File: src/rtl/pipeline_control_unit_if.sv
// Decode-side hazard/memory status in, pipeline freeze/flush controls and perf counters out.
// master is the pipeline/testbench side that drives status; slave is the control unit.
interface pipeline_control_unit_if #(
  parameter int CNT_W = 16
);
  logic             forward_en;
  logic [3:0]       src1;
  logic [3:0]       src2;
  logic             src1_valid;
  logic             two_src;
  logic [3:0]       exe_dest;
  logic             exe_wb_en;
  logic             exe_mem_read;
  logic [3:0]       mem_dest;
  logic             mem_wb_en;
  logic             branch_taken;
  logic             mem_req;
  logic             mem_ready;
  logic             err_clear;
  logic             cnt_clear;

  logic             pc_freeze;
  logic             if_flush;
  logic             id_flush;
  logic             exe_freeze;
  logic             mem_freeze;
  logic             mem_error;
  logic [CNT_W-1:0] stall_cnt;
  logic [CNT_W-1:0] flush_cnt;

  modport master (
    output forward_en, src1, src2, src1_valid, two_src,
           exe_dest, exe_wb_en, exe_mem_read, mem_dest, mem_wb_en,
           branch_taken, mem_req, mem_ready, err_clear, cnt_clear,
    input  pc_freeze, if_flush, id_flush, exe_freeze, mem_freeze,
           mem_error, stall_cnt, flush_cnt
  );

  modport slave (
    input  forward_en, src1, src2, src1_valid, two_src,
           exe_dest, exe_wb_en, exe_mem_read, mem_dest, mem_wb_en,
           branch_taken, mem_req, mem_ready, err_clear, cnt_clear,
    output pc_freeze, if_flush, id_flush, exe_freeze, mem_freeze,
           mem_error, stall_cnt, flush_cnt
  );
endinterface

File: src/rtl/pipeline_control_unit.sv
// Pipeline sequencer: RAW hazard stalls, branch squash, memory-wait freeze with timeout error.
// Freeze/flush outputs are combinational (0 cycles); state/counters update on the next edge; a busy memory freezes every stage.
module pipeline_control_unit #(
  parameter int MEM_TIMEOUT = 64,
  parameter int CNT_W       = 16
) (
  input  logic                  clk,
  input  logic                  rst,
  pipeline_control_unit_if.slave pcu
);

  localparam int                WAIT_W    = $clog2(MEM_TIMEOUT + 1);
  localparam logic [WAIT_W-1:0] WAIT_LAST = WAIT_W'(MEM_TIMEOUT - 1);
  localparam logic [CNT_W-1:0]  CNT_MAX   = {CNT_W{1'b1}};

  typedef enum logic [1:0] {
    RUN      = 2'd0,
    MEM_WAIT = 2'd1,
    MEM_ERR  = 2'd2
  } state_t;

  state_t            state;
  logic [WAIT_W-1:0] wait_cnt;
  logic              mem_error_q;
  logic [CNT_W-1:0]  stall_q;
  logic [CNT_W-1:0]  flush_q;

  logic match_exe;
  logic match_mem;
  logic data_hazard;
  logic mem_busy;
  logic frozen;
  logic branch_flush;

  always_comb begin
    match_exe = pcu.exe_wb_en &
                ((pcu.src1_valid & (pcu.src1 == pcu.exe_dest)) |
                 (pcu.two_src    & (pcu.src2 == pcu.exe_dest)));
    match_mem = pcu.mem_wb_en &
                ((pcu.src1_valid & (pcu.src1 == pcu.mem_dest)) |
                 (pcu.two_src    & (pcu.src2 == pcu.mem_dest)));
    // With forwarding only a load in EXE cannot be bypassed in time.
    data_hazard = pcu.forward_en ? (match_exe & pcu.exe_mem_read)
                                 : (match_exe | match_mem);
    mem_busy = pcu.mem_req & ~pcu.mem_ready;
    frozen   = (state == MEM_ERR) | mem_busy;

    pcu.pc_freeze  = 1'b0;
    pcu.if_flush   = 1'b0;
    pcu.id_flush   = 1'b0;
    pcu.exe_freeze = 1'b0;
    pcu.mem_freeze = 1'b0;
    branch_flush   = 1'b0;

    if (!rst) begin
      pcu.if_flush = 1'b1;
      pcu.id_flush = 1'b1;
    end else if (frozen) begin
      // A taken branch stays parked in the frozen EXE stage until release.
      pcu.pc_freeze  = 1'b1;
      pcu.exe_freeze = 1'b1;
      pcu.mem_freeze = 1'b1;
    end else if (pcu.branch_taken) begin
      pcu.if_flush = 1'b1;
      pcu.id_flush = 1'b1;
      branch_flush = 1'b1;
    end else if (data_hazard) begin
      pcu.pc_freeze = 1'b1;
      pcu.id_flush  = 1'b1;
    end
  end

  always_ff @(posedge clk or negedge rst) begin
    if (!rst) begin
      state       <= RUN;
      wait_cnt    <= '0;
      mem_error_q <= 1'b0;
    end else begin
      case (state)
        RUN: begin
          if (mem_busy) begin
            state    <= MEM_WAIT;
            wait_cnt <= WAIT_W'(1);
          end
        end
        MEM_WAIT: begin
          // Completion and an aborted request both release without error.
          if (!mem_busy) begin
            state    <= RUN;
            wait_cnt <= '0;
          end else if (wait_cnt == WAIT_LAST) begin
            state       <= MEM_ERR;
            wait_cnt    <= '0;
            mem_error_q <= 1'b1;
          end else begin
            wait_cnt <= wait_cnt + WAIT_W'(1);
          end
        end
        MEM_ERR: begin
          if (pcu.err_clear) begin
            state       <= RUN;
            mem_error_q <= 1'b0;
          end
        end
        default: begin
          state    <= RUN;
          wait_cnt <= '0;
        end
      endcase
    end
  end

  always_ff @(posedge clk or negedge rst) begin
    if (!rst) begin
      stall_q <= '0;
      flush_q <= '0;
    end else if (pcu.cnt_clear) begin
      stall_q <= '0;
      flush_q <= '0;
    end else begin
      if (pcu.pc_freeze && (stall_q != CNT_MAX)) stall_q <= stall_q + CNT_W'(1);
      if (branch_flush && (flush_q != CNT_MAX)) flush_q <= flush_q + CNT_W'(1);
    end
  end

  assign pcu.mem_error = mem_error_q;
  assign pcu.stall_cnt = stall_q;
  assign pcu.flush_cnt = flush_q;

endmodule

File: src/flat_wrapper.sv
// flat-port wrapper written by rule: the top's interface ports become plain ports
module pipeline_control_unit_flat 
#(
  parameter int MEM_TIMEOUT = 64,
  parameter int CNT_W       = 16
)
  (clk, rst, pcu_forward_en, pcu_src1, pcu_src2, pcu_src1_valid, pcu_two_src, pcu_exe_dest, pcu_exe_wb_en, pcu_exe_mem_read, pcu_mem_dest, pcu_mem_wb_en, pcu_branch_taken, pcu_mem_req, pcu_mem_ready, pcu_err_clear, pcu_cnt_clear, pcu_pc_freeze, pcu_if_flush, pcu_id_flush, pcu_exe_freeze, pcu_mem_freeze, pcu_mem_error, pcu_stall_cnt, pcu_flush_cnt);
  pipeline_control_unit_if #(.CNT_W(CNT_W)) pcu_i ();
  input  logic clk;
  input  logic rst;
  input wire logic [$bits(pcu_i.forward_en)-1:0] pcu_forward_en;
  input wire logic [$bits(pcu_i.src1)-1:0] pcu_src1;
  input wire logic [$bits(pcu_i.src2)-1:0] pcu_src2;
  input wire logic [$bits(pcu_i.src1_valid)-1:0] pcu_src1_valid;
  input wire logic [$bits(pcu_i.two_src)-1:0] pcu_two_src;
  input wire logic [$bits(pcu_i.exe_dest)-1:0] pcu_exe_dest;
  input wire logic [$bits(pcu_i.exe_wb_en)-1:0] pcu_exe_wb_en;
  input wire logic [$bits(pcu_i.exe_mem_read)-1:0] pcu_exe_mem_read;
  input wire logic [$bits(pcu_i.mem_dest)-1:0] pcu_mem_dest;
  input wire logic [$bits(pcu_i.mem_wb_en)-1:0] pcu_mem_wb_en;
  input wire logic [$bits(pcu_i.branch_taken)-1:0] pcu_branch_taken;
  input wire logic [$bits(pcu_i.mem_req)-1:0] pcu_mem_req;
  input wire logic [$bits(pcu_i.mem_ready)-1:0] pcu_mem_ready;
  input wire logic [$bits(pcu_i.err_clear)-1:0] pcu_err_clear;
  input wire logic [$bits(pcu_i.cnt_clear)-1:0] pcu_cnt_clear;
  output wire logic [$bits(pcu_i.pc_freeze)-1:0] pcu_pc_freeze;
  output wire logic [$bits(pcu_i.if_flush)-1:0] pcu_if_flush;
  output wire logic [$bits(pcu_i.id_flush)-1:0] pcu_id_flush;
  output wire logic [$bits(pcu_i.exe_freeze)-1:0] pcu_exe_freeze;
  output wire logic [$bits(pcu_i.mem_freeze)-1:0] pcu_mem_freeze;
  output wire logic [$bits(pcu_i.mem_error)-1:0] pcu_mem_error;
  output wire logic [$bits(pcu_i.stall_cnt)-1:0] pcu_stall_cnt;
  output wire logic [$bits(pcu_i.flush_cnt)-1:0] pcu_flush_cnt;
  assign pcu_i.forward_en = pcu_forward_en;
  assign pcu_i.src1 = pcu_src1;
  assign pcu_i.src2 = pcu_src2;
  assign pcu_i.src1_valid = pcu_src1_valid;
  assign pcu_i.two_src = pcu_two_src;
  assign pcu_i.exe_dest = pcu_exe_dest;
  assign pcu_i.exe_wb_en = pcu_exe_wb_en;
  assign pcu_i.exe_mem_read = pcu_exe_mem_read;
  assign pcu_i.mem_dest = pcu_mem_dest;
  assign pcu_i.mem_wb_en = pcu_mem_wb_en;
  assign pcu_i.branch_taken = pcu_branch_taken;
  assign pcu_i.mem_req = pcu_mem_req;
  assign pcu_i.mem_ready = pcu_mem_ready;
  assign pcu_i.err_clear = pcu_err_clear;
  assign pcu_i.cnt_clear = pcu_cnt_clear;
  assign pcu_pc_freeze = pcu_i.pc_freeze;
  assign pcu_if_flush = pcu_i.if_flush;
  assign pcu_id_flush = pcu_i.id_flush;
  assign pcu_exe_freeze = pcu_i.exe_freeze;
  assign pcu_mem_freeze = pcu_i.mem_freeze;
  assign pcu_mem_error = pcu_i.mem_error;
  assign pcu_stall_cnt = pcu_i.stall_cnt;
  assign pcu_flush_cnt = pcu_i.flush_cnt;
  pipeline_control_unit #(.MEM_TIMEOUT(MEM_TIMEOUT), .CNT_W(CNT_W)) u_core (.clk(clk), .rst(rst), .pcu(pcu_i));
endmodule
File: config.mk
export PLATFORM = sky130hd
export DESIGN_NAME = pipeline_control_unit_flat
export DESIGN_NICKNAME = d
export VERILOG_FILES = /design/src/rtl/pipeline_control_unit_if.sv /design/src/rtl/pipeline_control_unit.sv /design/src/flat_wrapper.sv
export SDC_FILE = /design/constraint.sdc
export NUM_CORES = 1
export LEC_CHECK = 0
export CAP_MARGIN = 20
export CORE_ASPECT_RATIO = 0.7
export CORE_MARGIN = 4
export CORE_UTILIZATION = 49
export CTS_CLUSTER_DIAMETER = 50
export DETAILED_ROUTE_END_ITERATION = 6
export GPL_TIMING_DRIVEN = 0
export HOLD_SLACK_MARGIN = 0.08
export PLACE_DENSITY = 0.77
export SETUP_SLACK_MARGIN = 0.4
export SYNTH_ARGS = -nofsm -noshare
export SYNTH_HDL_FRONTEND = slang
export SYNTH_SLANG_ARGS = --single-unit
File: constraint.sdc
create_clock -name clk -period 2.65 [get_ports clk]
set_input_delay 0.265 -clock clk [delete_from_list [all_inputs] [get_ports clk]]
set_output_delay 0.265 -clock clk [all_outputs]
set_load 0.01 [all_outputs]
# Word level (Yosys, flattened, before mapping)
# Cells that the tools add are included.
word_totals:
  wordCells: 76
  regBits: 42
  romBits: 0
  input_bits: 29
  latchBits: 0
  ram_bits: 0
  mem_count: 0
  output_inout_bits: 38
classes:
  n_shift: 0
  eq_ne: 14
  order_cmp: 0
  muxes: 31
  n_mul: 0
  div_mod_pow: 0
  n_reduce_logical: 9
  add_sub_neg: 3
  bitwise: 14
op_table:
  columns: ["operator", "n"]
  rows:
  - ["16-bit two-way mux", 4]
  - ["16-bit by 1-bit adder with 16-bit output, second input constant", 2]
  - ["16-bit != test, second input constant", 2]
  - ["7-bit two-way mux", 3]
  - ["7-bit case mux with 3 select lines", 1]
  - ["1-bit two-way mux", 17]
  - ["4-bit equality test", 4]
  - ["1-bit bitwise AND", 8]
  - ["2-bit two-way mux", 4]
  - ["7-bit by 1-bit adder with 7-bit output, second input constant", 1]
  - ["7-bit by 6-bit equality test with 1-bit output, second input constant", 1]
  - ["2-bit by 1-bit != test with 1-bit output, second input constant", 3]
  - ["2-bit case mux with 3 select lines", 1]
  - ["2-bit nonzero test", 3]
  - ["1-bit OR", 4]
  - ["4-bit AND reduction", 1]
  - ["3-bit != test, second input constant", 1]
  - ["3-bit AND reduction", 1]
  - ["2-bit by 1-bit equality test with 1-bit output, second input constant", 1]
  - ["2-bit equality test, second input constant", 1]
  - ["1-bit logical AND", 2]
  - ["2-bit zero test", 1]
  - ["2-bit != test, second input constant", 1]
  - ["1-bit inverter", 2]
  - ["2 further kinds", 2]

# Longest topological paths before layout
# Gate-level depths: netlist (run 1).
depth:
  word_depth: 13
  depth_mapped: 9
  ltp_nobuf: 8

# Worst setup path after synthesis (run 1)
# Ideal clock, no wire load.
synth_timing:
  path_kind: "reg2reg"
  start: "reg u_core.stall_q[0], in the netlist u_core.pcu.stall_cnt[0]"
  end: "reg u_core.stall_q[9], in the netlist u_core.pcu.stall_cnt[9]"
  path_stages_with_launch: 9
  synth_period_minus_slack_ns: 2.004
  path_buffers: 2
  setup_ns: 0.128
  slack_ns: 0.646
  arrival_ns: 1.877
  required_time_ns: 2.522
  cell_sequence: "dfrtp_1 > ha_1 > and3_1 > buf_2 > nand4_2 > nand2_2 > buf_6 > nor4_1 > mux2_1"
synth_via:
  elab_chain_len: 3
  word_cells_on_any_way: 6
synth_lines:
  columns: ["element", "line", "text"]
  rows:
  - ["start: declaration", "pipeline_control_unit.sv:25", "logic [CNT_W-1:0] stall_q;"]
  - ["start signal: assignment", "pipeline_control_unit.sv:121", "if (pcu.pc_freeze && (stall_q != CNT_MAX)) stall_q <= stall_q + CNT_W'(1);"]
  - ["16-bit by 1-bit adder with 16-bit output / 16-bit != test (equally long branches)", "pipeline_control_unit.sv:121", null]
  - ["16-bit two-way mux / 1-bit logical AND (equally long branches)", "pipeline_control_unit.sv:121", null]
  - ["16-bit two-way mux / 2-bit nonzero test (equally long branches)", null, null]
# Several ways; a longest one is shown, not always the timed one. The select of a mux whose other input is x is not followed.
# A chain may end at the register's enable or synchronous reset.

# Final worst setup path (run 1)
layout_timing:
  start: "in pcu_src2[3]"
  end: "out pcu_pc_freeze"
layout_via:
  elab_chain_len: 10
  word_cells_on_any_way: 15
layout_lines:
  columns: ["element", "line", "text"]
  rows:
  - ["start: declaration", "flat_wrapper.sv:13", "input wire logic [$bits(pcu_i.src2)-1:0] pcu_src2;"]
  - ["4-bit equality test, on equally long branches", "pipeline_control_unit.sv:38, pipeline_control_unit.sv:41", null]
  - ["1-bit bitwise AND, on equally long branches", "pipeline_control_unit.sv:38, pipeline_control_unit.sv:41", null]
  - ["1-bit OR, on equally long branches", "pipeline_control_unit.sv:37, pipeline_control_unit.sv:40", null]
  - ["1-bit bitwise AND, on equally long branches", "pipeline_control_unit.sv:36, pipeline_control_unit.sv:39", null]
  - ["1-bit OR / 1-bit bitwise AND (equally long branches)", "pipeline_control_unit.sv:44, pipeline_control_unit.sv:43", null]
  - ["1-bit two-way mux *", "pipeline_control_unit.sv:43", "data_hazard = pcu.forward_en ? (match_exe & pcu.exe_mem_read)"]
  - ["1-bit two-way mux *", "pipeline_control_unit.sv:67", "end else if (data_hazard) begin"]
  - ["1-bit two-way mux *", "pipeline_control_unit.sv:63", "end else if (pcu.branch_taken) begin"]
  - ["1-bit two-way mux *", "pipeline_control_unit.sv:58", "end else if (frozen) begin"]
  - ["1-bit two-way mux *", "pipeline_control_unit.sv:55", "if (!rst) begin"]
  - ["end: declaration", "flat_wrapper.sv:26", "output wire logic [$bits(pcu_i.pc_freeze)-1:0] pcu_pc_freeze;"]
# Mark *: on every way between the ends. The rest lies on a longest branch, timed or not.

==> results of run 1 <==
sequential cells by signal, summed over array words and instances, names as in the netlist:
register and count:
u_core.pcu.flush_cnt 16, u_core.pcu.stall_cnt 16, u_core.wait_cnt 7, u_core.state 2
u_core.pcu.mem_error 1
metrics by stage:
stage               utilization [%]  setup WS [ns]  setup TNS [ns]  hold slack (ns)  power (mW)
finish                         71.2          0.499               0            0.341        1.24
global route                   71.2          0.373               0            0.355        1.31
CTS                            69.7          0.334               0            0.341        1.24
detailed placement             67.3         -0.139          -0.139            0.104       0.851
floorplan                         -          0.646               0          -0.0306       0.751
global placement               66.9          -1.20          -34.76            0.465       0.844
cells by family after synthesis:
| logic type | share of synthesized area (%) |
|---|---|
| AND/OR/NAND/NOR | 29.0 |
| multiplexers | 2.63 |
| flip-flops | 41.7 |
| adder cells (fa/ha/maj) | 1.49 |
| AO/OA/AOI/OAI | 13.3 |
| buffers and inverters | 2.83 |
| XOR/XNOR | 9.05 |
cells in the final DEF, fill, tap and decap left out, types with 2 or more instances in the layout:
cell type | Yosys | final
xor2_1 | 13 | 12
inv_1 | 4 | 4
clkbuf_1 | 4 | 4
nand3_1 | 21 | 21
nor2b_1 | 7 | 7
buf_4 | 2 | 7
or4_1 | 3 | 3
nor4_4 | 0 | 2
or3_1 | 10 | 10
o21ai_0 | 14 | 14
xnor2_1 | 13 | 13
a21oi_1 | 17 | 16
or3b_1 | 2 | 2
nand2b_1 | 3 | 3
nand2_2 | 3 | 3
clkbuf_8 | 0 | 5
o31ai_1 | 4 | 4
buf_12 | 0 | 2
and2_1 | 2 | 2
dfrtp_1 | 42 | 42
ha_1 | 3 | 3
nor3_1 | 6 | 5
clkbuf_2 | 0 | 2
clkdlybuf4s50_1 | 0 | 60
nor3_2 | 1 | 2
o21ai_1 | 8 | 7
buf_2 | 3 | 2
clkinv_2 | 0 | 2
nand4_1 | 9 | 9
mux2_1 | 5 | 5
and3_1 | 10 | 10
nand2_1 | 10 | 10
o21a_1 | 3 | 3
and4_4 | 3 | 3
nor2_1 | 26 | 26
layout make-up:
type                            count  area, um^2  area share [%]
Timing Repair Buffer               71         709            20.5
Clock buffer                        5        68.8            1.99
Sequential cell                    42        1050            30.4
Buffer                             10        61.3            1.77
Clock inverter                      2        10.0           0.289
Multi-Input combinational cell    214        1460            42.2
Inverter                            4        15.0           0.434
Tap cell                           69        86.3            2.49
what timing repair did:
item	CTS	global route
hold buffers	2	0
cloned	0	0
hold endpoints to repair	42	0
gates resized for setup	4	19
pin swaps	1	1
setup buffers	1	2
endpoints found under the setup margin	3	14
layer usage:
layer  vias up  track usage (%)  part of all wire, %
li1       1126                -                    -
met1      1124             27.5                   46
met2        91             32.8                   45
met3         4             5.82                  8.3
met4         0             7.03                 0.64
met5         -                0                    0
path summary, 6_finish.rpt:
path,start,to,slack [ns],cells past startpoint
worst min-delay path,rst,u_core.pcu.flush_cnt[5],0.34,2
worst min register to register,u_core.wait_cnt[5],u_core.wait_cnt[5],0.49,1
max in group asynchronous,rst,u_core.wait_cnt[1],1.78,4
worst max-delay path,pcu_src2[3],pcu_pc_freeze,0.50,9
worst max register to register,u_core.pcu.stall_cnt[0],u_core.pcu.stall_cnt[11],0.50,8
min in group clk,u_core.wait_cnt[5],u_core.wait_cnt[5],0.49,1
power by group through the flow:
stage | registers (mW) | clock network (mW) | logic (mW)
global placement | 0.668 | 0 | 0.176
CTS | 0.656 | 0.399 | 0.189
floorplan | 0.668 | 0 | 0.0825
detailed placement | 0.668 | 0 | 0.183
finish | 0.656 | 0.388 | 0.197
global route | 0.657 | 0.436 | 0.216
==> flow_metrics.py, run 1 <==
metrics = {
    "routing": {
        "vias_per_cell": 5.62,
        "antenna_left": 0,
        "first_pass_iters": 4,
        "totalWireLength_um": 6240,
        "post_drt_wl_per_cell_um": 15.0,
        "drc_errors": 0,
        "dr.first_iter.drc_count": 139,
        "num_vias": 2345,
    },
    "logic_synthesis": {
        "netlist_instances": 270,
        "synthDistinctLibCells": 47,
        "yosysMostFrequentCell": "dfrtp_1",
        "async_reset_ff_share_pct": 100,
        "synth_area_um2": 2520,
        "ys_top_cells_by_area": "dfrtp_1, xnor2_1, xor2_1",
        "yosysTopAreaCellShare_pct": 41.7,
        "syn_nets": 302,
        "ys_seq_area_share_pct": 41.7,
        "synthFlopType": "dfrtp_1",
        "yosysWarnings": 0,
        "synth_common_cells": "dfrtp_1, nor2_1, nand3_1",
        "synth-seq-cells": 42,
        "synth.largest_area_cell": "dfrtp_1",
        "syn_avg_cell_area_um2": 9.32,
        "synth_edf_count": 0,
    },
    "placement": {
        "placed_area_um2": 3270,
        "gp_congestion": 0.845,
        "placed_cells": 405,
        "port_buffers": 65,
        "dpl.hpwl_um": 4590,
    },
    "critical_path": {
        "cp_max_fo": 10,
        "crit_slowest_cell": "clkdlybuf4s50_1",
        "path_delay_family": "buffers and inverters",
        "cp-end-kind": "primary output",
        "max_stage_delay_ns": 0.52,
        "cp_data_arrival_time_ns": 1.89,
        "cp_cell_sequence": "clkdlybuf4s50_1 > xor2_1 > nor3_2 > nand4_1 > o21ai_2 > nor3b_4 > buf_4 > nor2_1 > clkbuf_2",
        "start_kind": "input pin",
        "worstPathRequired_ns": 2.38,
        "crit_type": "input pin to primary output",
        "path_buf_inv": 3,
    },
    "grt": {
        "antenna_found_initial": 0,
        "grt_pass1_vias": 2206,
        "groute.usage.overall_pct": 20.7,
        "grt_max_degree": 38,
        "overflow": 0,
        "grt_pass1_wl_um": 10300,
    },
    "timing": {
        "period_minus_slack_ns": 2.15,
        "timing.final.crit_share_pct": 81.2,
        "final-setup-viol-count": 0,
        "hold_viol_final": 0,
        "fmax_mhz": 465,
        "slew_viol_final": 0,
        "skew_ns": 0.00543,
        "worst_slew_pin_slew_ns": 0.524,
        "rsz0062_at_grt": "no",
        "slew_headroom_pct": 65.0,
    },
    "cts": {
        "clk_latency_ns": 0.29,
        "clock-sinks": 42,
        "cts-root-buf": "clkbuf_8",
        "clockBufferDepth": 2,
        "cts_buffers": 5,
        "cts_tree": "yes",
        "cts_max_level": 2,
        "clkTransAtPathRegs_ns": 0.08,
    },
    "hold_path": {
        "hold_path_class": "input pin to asynchronous set/reset pin",
    },
    "floorplanning": {
        "die_h_um": 68.0,
        "coreArea_um2": 4860,
        "start_util_pct": 51.8,
        "die-area_um2": 6370,
        "die-width_um": 93.7,
        "rows": 21,
        "ioPinCount": 67,
    },
    "layout": {
        "drive_gt1_share_pct": 12.4,
        "antenna_cells": 0,
        "n_fill_cell": 390,
        "finalNetCount": 380,
        "syn_to_final_growth_pct": 37.5,
        "layout.cells.non_filler": 417,
        "fin_area_um2": 3460,
    },
    "pwr": {
        "power.internal_mw": 0.920,
        "combinationalPowerShare_pct": 15.9,
        "switching_share_pct": 25.8,
        "leakagePower_nw": 1.42,
        "p_seq_share_pct": 52.8,
        "power_density_nw_per_um2": 358,
        "clockPowerShare_pct": 31.3,
        "ir_worst_vdd_v": 0.000202,
        "p_switching_mw": 0.320,
    },
    "job": {
        "cap_violations": 0,
    },
    "run_status": {
        "status": "finished clean",
    },
}
Power figures use the tool's default switching activity.
==> run 2: changes to the inputs <==
--- a/config.mk
+++ b/config.mk
@@ -8,12 +8,12 @@
 export CAP_MARGIN = 20
 export CORE_ASPECT_RATIO = 0.7
 export CORE_MARGIN = 4
-export CORE_UTILIZATION = 49
+export CORE_UTILIZATION = 44
 export CTS_CLUSTER_DIAMETER = 50
 export DETAILED_ROUTE_END_ITERATION = 6
 export GPL_TIMING_DRIVEN = 0
 export HOLD_SLACK_MARGIN = 0.08
-export PLACE_DENSITY = 0.77
+export PLACE_DENSITY = 0.73
 export SETUP_SLACK_MARGIN = 0.4
 export SYNTH_ARGS = -nofsm -noshare
 export SYNTH_HDL_FRONTEND = slang
==> constraint.sdc (replaced) <==
create_clock -name clk -period 1.7 [get_ports clk]
set_input_delay 0.17 -clock clk [delete_from_list [all_inputs] [get_ports clk]]
set_output_delay 0.17 -clock clk [all_outputs]
set_load 0.01 [all_outputs]
==> flow_metrics.py, run 2 (synthesized netlist as in run 1, its figures left out) <==
metrics = {
    "run_status": {
        "status": "complete, but fails checks",
        "violations": "negative hold slack, negative setup slack",
    },
    "grt": {
        "antenna_found_initial": 0,
        "grt_pass1_vias": 2849,
        "groute.usage.overall_pct": 24.1,
        "grt_pass1_wl_um": 13800,
        "overflow": 0,
        "grt_max_degree": 37,
    },
    "layout": {
        "n_fill_cell": 297,
        "finalNetCount": 456,
        "layout.cells.non_filler": 497,
        "mostFrequentLayoutCells": "buf_4, dfrtp_1, buf_6, dlygate4sd2_1, nor2_1",
        "syn_to_final_growth_pct": 77.8,
        "drive_gt1_share_pct": 48.9,
        "antenna_cells": 0,
        "final_common_cell": "buf_4",
    },
    "cts": {
        "cts_buffers": 5,
        "cts_max_level": 2,
        "clkTransAtPathRegs_ns": 0.10,
        "cts_tree": "yes",
        "cts-root-buf": "clkbuf_8",
        "clk_latency_ns": 0.31,
        "clockBufferDepth": 2,
        "clock-sinks": 42,
    },
    "pwr": {
        "combinationalPowerShare_pct": 19.0,
        "switching_share_pct": 27.6,
        "clockPowerShare_pct": 36.4,
        "power.internal_mw": 1.66,
        "ir_worst_vdd_v": 0.000399,
        "p_switching_mw": 0.634,
        "p_total_mw": 2.30,
        "power_density_nw_per_um2": 513,
        "leakagePower_nw": 2.02,
        "p_seq_share_pct": 44.5,
    },
    "timing": {
        "hold_viol_final": 16,
        "fmax_mhz": 502,
        "slew_headroom_pct": 62.2,
        "period_minus_slack_ns": 1.99,
        "worst_slew_pin_slew_ns": 0.567,
        "skew_ns": 0.0139,
        "rsz0062_at_grt": "yes",
        "slew_viol_final": 0,
        "worst_hold_slack_ns": -0.293,
        "final-setup-viol-count": 34,
        "timing.final.crit_share_pct": 117,
        "fin_ws_ns": -0.291,
    },
    "critical_path": {
        "cp_data_arrival_time_ns": 2.19,
        "timing.reg2reg.setup_slack_ns": -0.29,
        "cp_cell_sequence": "ha_2 > and3_4 > buf_6 > nand4_4 > buf_6 > or3b_4 > o21a_1 > o21ba_1",
        "cp-end-kind": "flip-flop",
        "crit_type": "flip-flop to flip-flop",
        "r2r_end": "u_core.pcu.stall_cnt[13]",
        "start_kind": "flip-flop",
        "cp_max_fo": 4,
        "crit_slowest_cell": "dfrtp_1",
        "worstPathRequired_ns": 1.90,
        "reg2reg_depth": 8,
        "max_stage_delay_ns": 0.39,
        "path_delay_family": "simple AND/OR/NAND/NOR gates",
        "crit_top_cell": "buf_6",
        "path_buf_inv": 2,
        "rr_startpoint": "u_core.pcu.stall_cnt[1]",
    },
    "floorplanning": {
        "start_util_pct": 46.7,
        "rows": 22,
        "die_h_um": 71.3,
        "coreArea_um2": 5400,
        "ioPinCount": 67,
        "die-width_um": 98.4,
        "die-area_um2": 7010,
    },
    "routing": {
        "first_pass_iters": 5,
        "vias_per_cell": 6.03,
        "dr.first_iter.drc_count": 239,
        "antenna_left": 0,
        "totalWireLength_um": 10100,
        "drc_errors": 0,
        "num_vias": 2996,
        "post_drt_wl_per_cell_um": 20.2,
    },
    "placement": {
        "gp_congestion": 0.792,
        "dpl.hpwl_um": 4940,
        "port_buffers": 65,
        "placed_cells": 408,
    },
    "job": {
        "cap_violations": 0,
    },
    "hold_path": {
        "hold_path_class": "input pin to asynchronous set/reset pin",
    },
}
==> run 2: per-stage QoR <==
stage	utilization (%)	area (um^2)	setup TNS (ns)	worst slack [ns]
after floorplan	-	2650	-1.45	-0.152
after global placement	62.9	3390	-96.99	-2.05
after detailed placement	63.2	3410	-17.95	-0.878
after CTS	77.9	4200	-2.98	-0.218
after global routing	83.0	4480	-7.87	-0.347
final	83.0	4480	-5.74	-0.291
==> run 2: worst register-to-register path, cell delays in order (launching register included) <==
cell and delay, ns:
dfrtp_1 0.39, ha_2 0.20, and3_4 0.17, buf_6 0.13, nand4_4 0.13, buf_6 0.11, or3b_4 0.37, o21a_1 0.21
o21ba_1 0.18
==> run 2: cell type report <==
class / count / area [um^2] / area share (%)
Tap cell: 72 / 90.1 / 2.01
Clock inverter: 2 / 37.5 / 0.839
Timing Repair Buffer: 147 / 1280 / 28.5
Sequential cell: 42 / 1060 / 23.7
Multi-Input combinational cell: 214 / 1830 / 41.0
Buffer: 10 / 86.3 / 1.93
Clock buffer: 6 / 72.6 / 1.62
Inverter: 4 / 20.0 / 0.447
==> run 2: per-layer routing <==
| metal | track usage, % | share of wire, % |
|---|---|---|
| met1 | 30.2 | 39 |
| met2 | 42.4 | 47 |
| met3 | 4.47 | 9.0 |
| met4 | 8.03 | 5.4 |
| met5 | 0 | 0 |
==> run 2: what timing repair did <==
action | CTS | global route
endpoints found under the setup margin | 80 | 70
pin swaps | 54 | 30
gates cloned | 2 | 0
endpoints found under the hold margin | 42 | 42
resized for setup | 162 | 75
buffers inserted | 60 | 19
==> run 2: worst max path at each step <==
stage / to / from / cells after the start / slack [ns]
after floorplan: u_core.pcu.stall_cnt[13] / u_core.pcu.stall_cnt[2] / 7 / -0.15
after global placement: u_core.pcu.flush_cnt[13] / rst / 6 / -2.05
after detailed placement: pcu_pc_freeze / pcu_mem_dest[1] / 9 / -0.88
after CTS: u_core.pcu.stall_cnt[9] / u_core.pcu.stall_cnt[0] / 8 / -0.22
after global routing: u_core.pcu.stall_cnt[13] / u_core.pcu.stall_cnt[1] / 8 / -0.35
final: u_core.pcu.stall_cnt[13] / u_core.pcu.stall_cnt[1] / 8 / -0.29
==> run 2: power groups by stage <==
stage	registers, mW	clock network (mW)	logic (mW)
CTS	1.02	0.814	0.395
global placement	1.04	0	0.291
detailed placement	1.04	0	0.304
floorplan	1.04	0	0.145
global route	1.02	0.889	0.467
finish	1.02	0.837	0.437
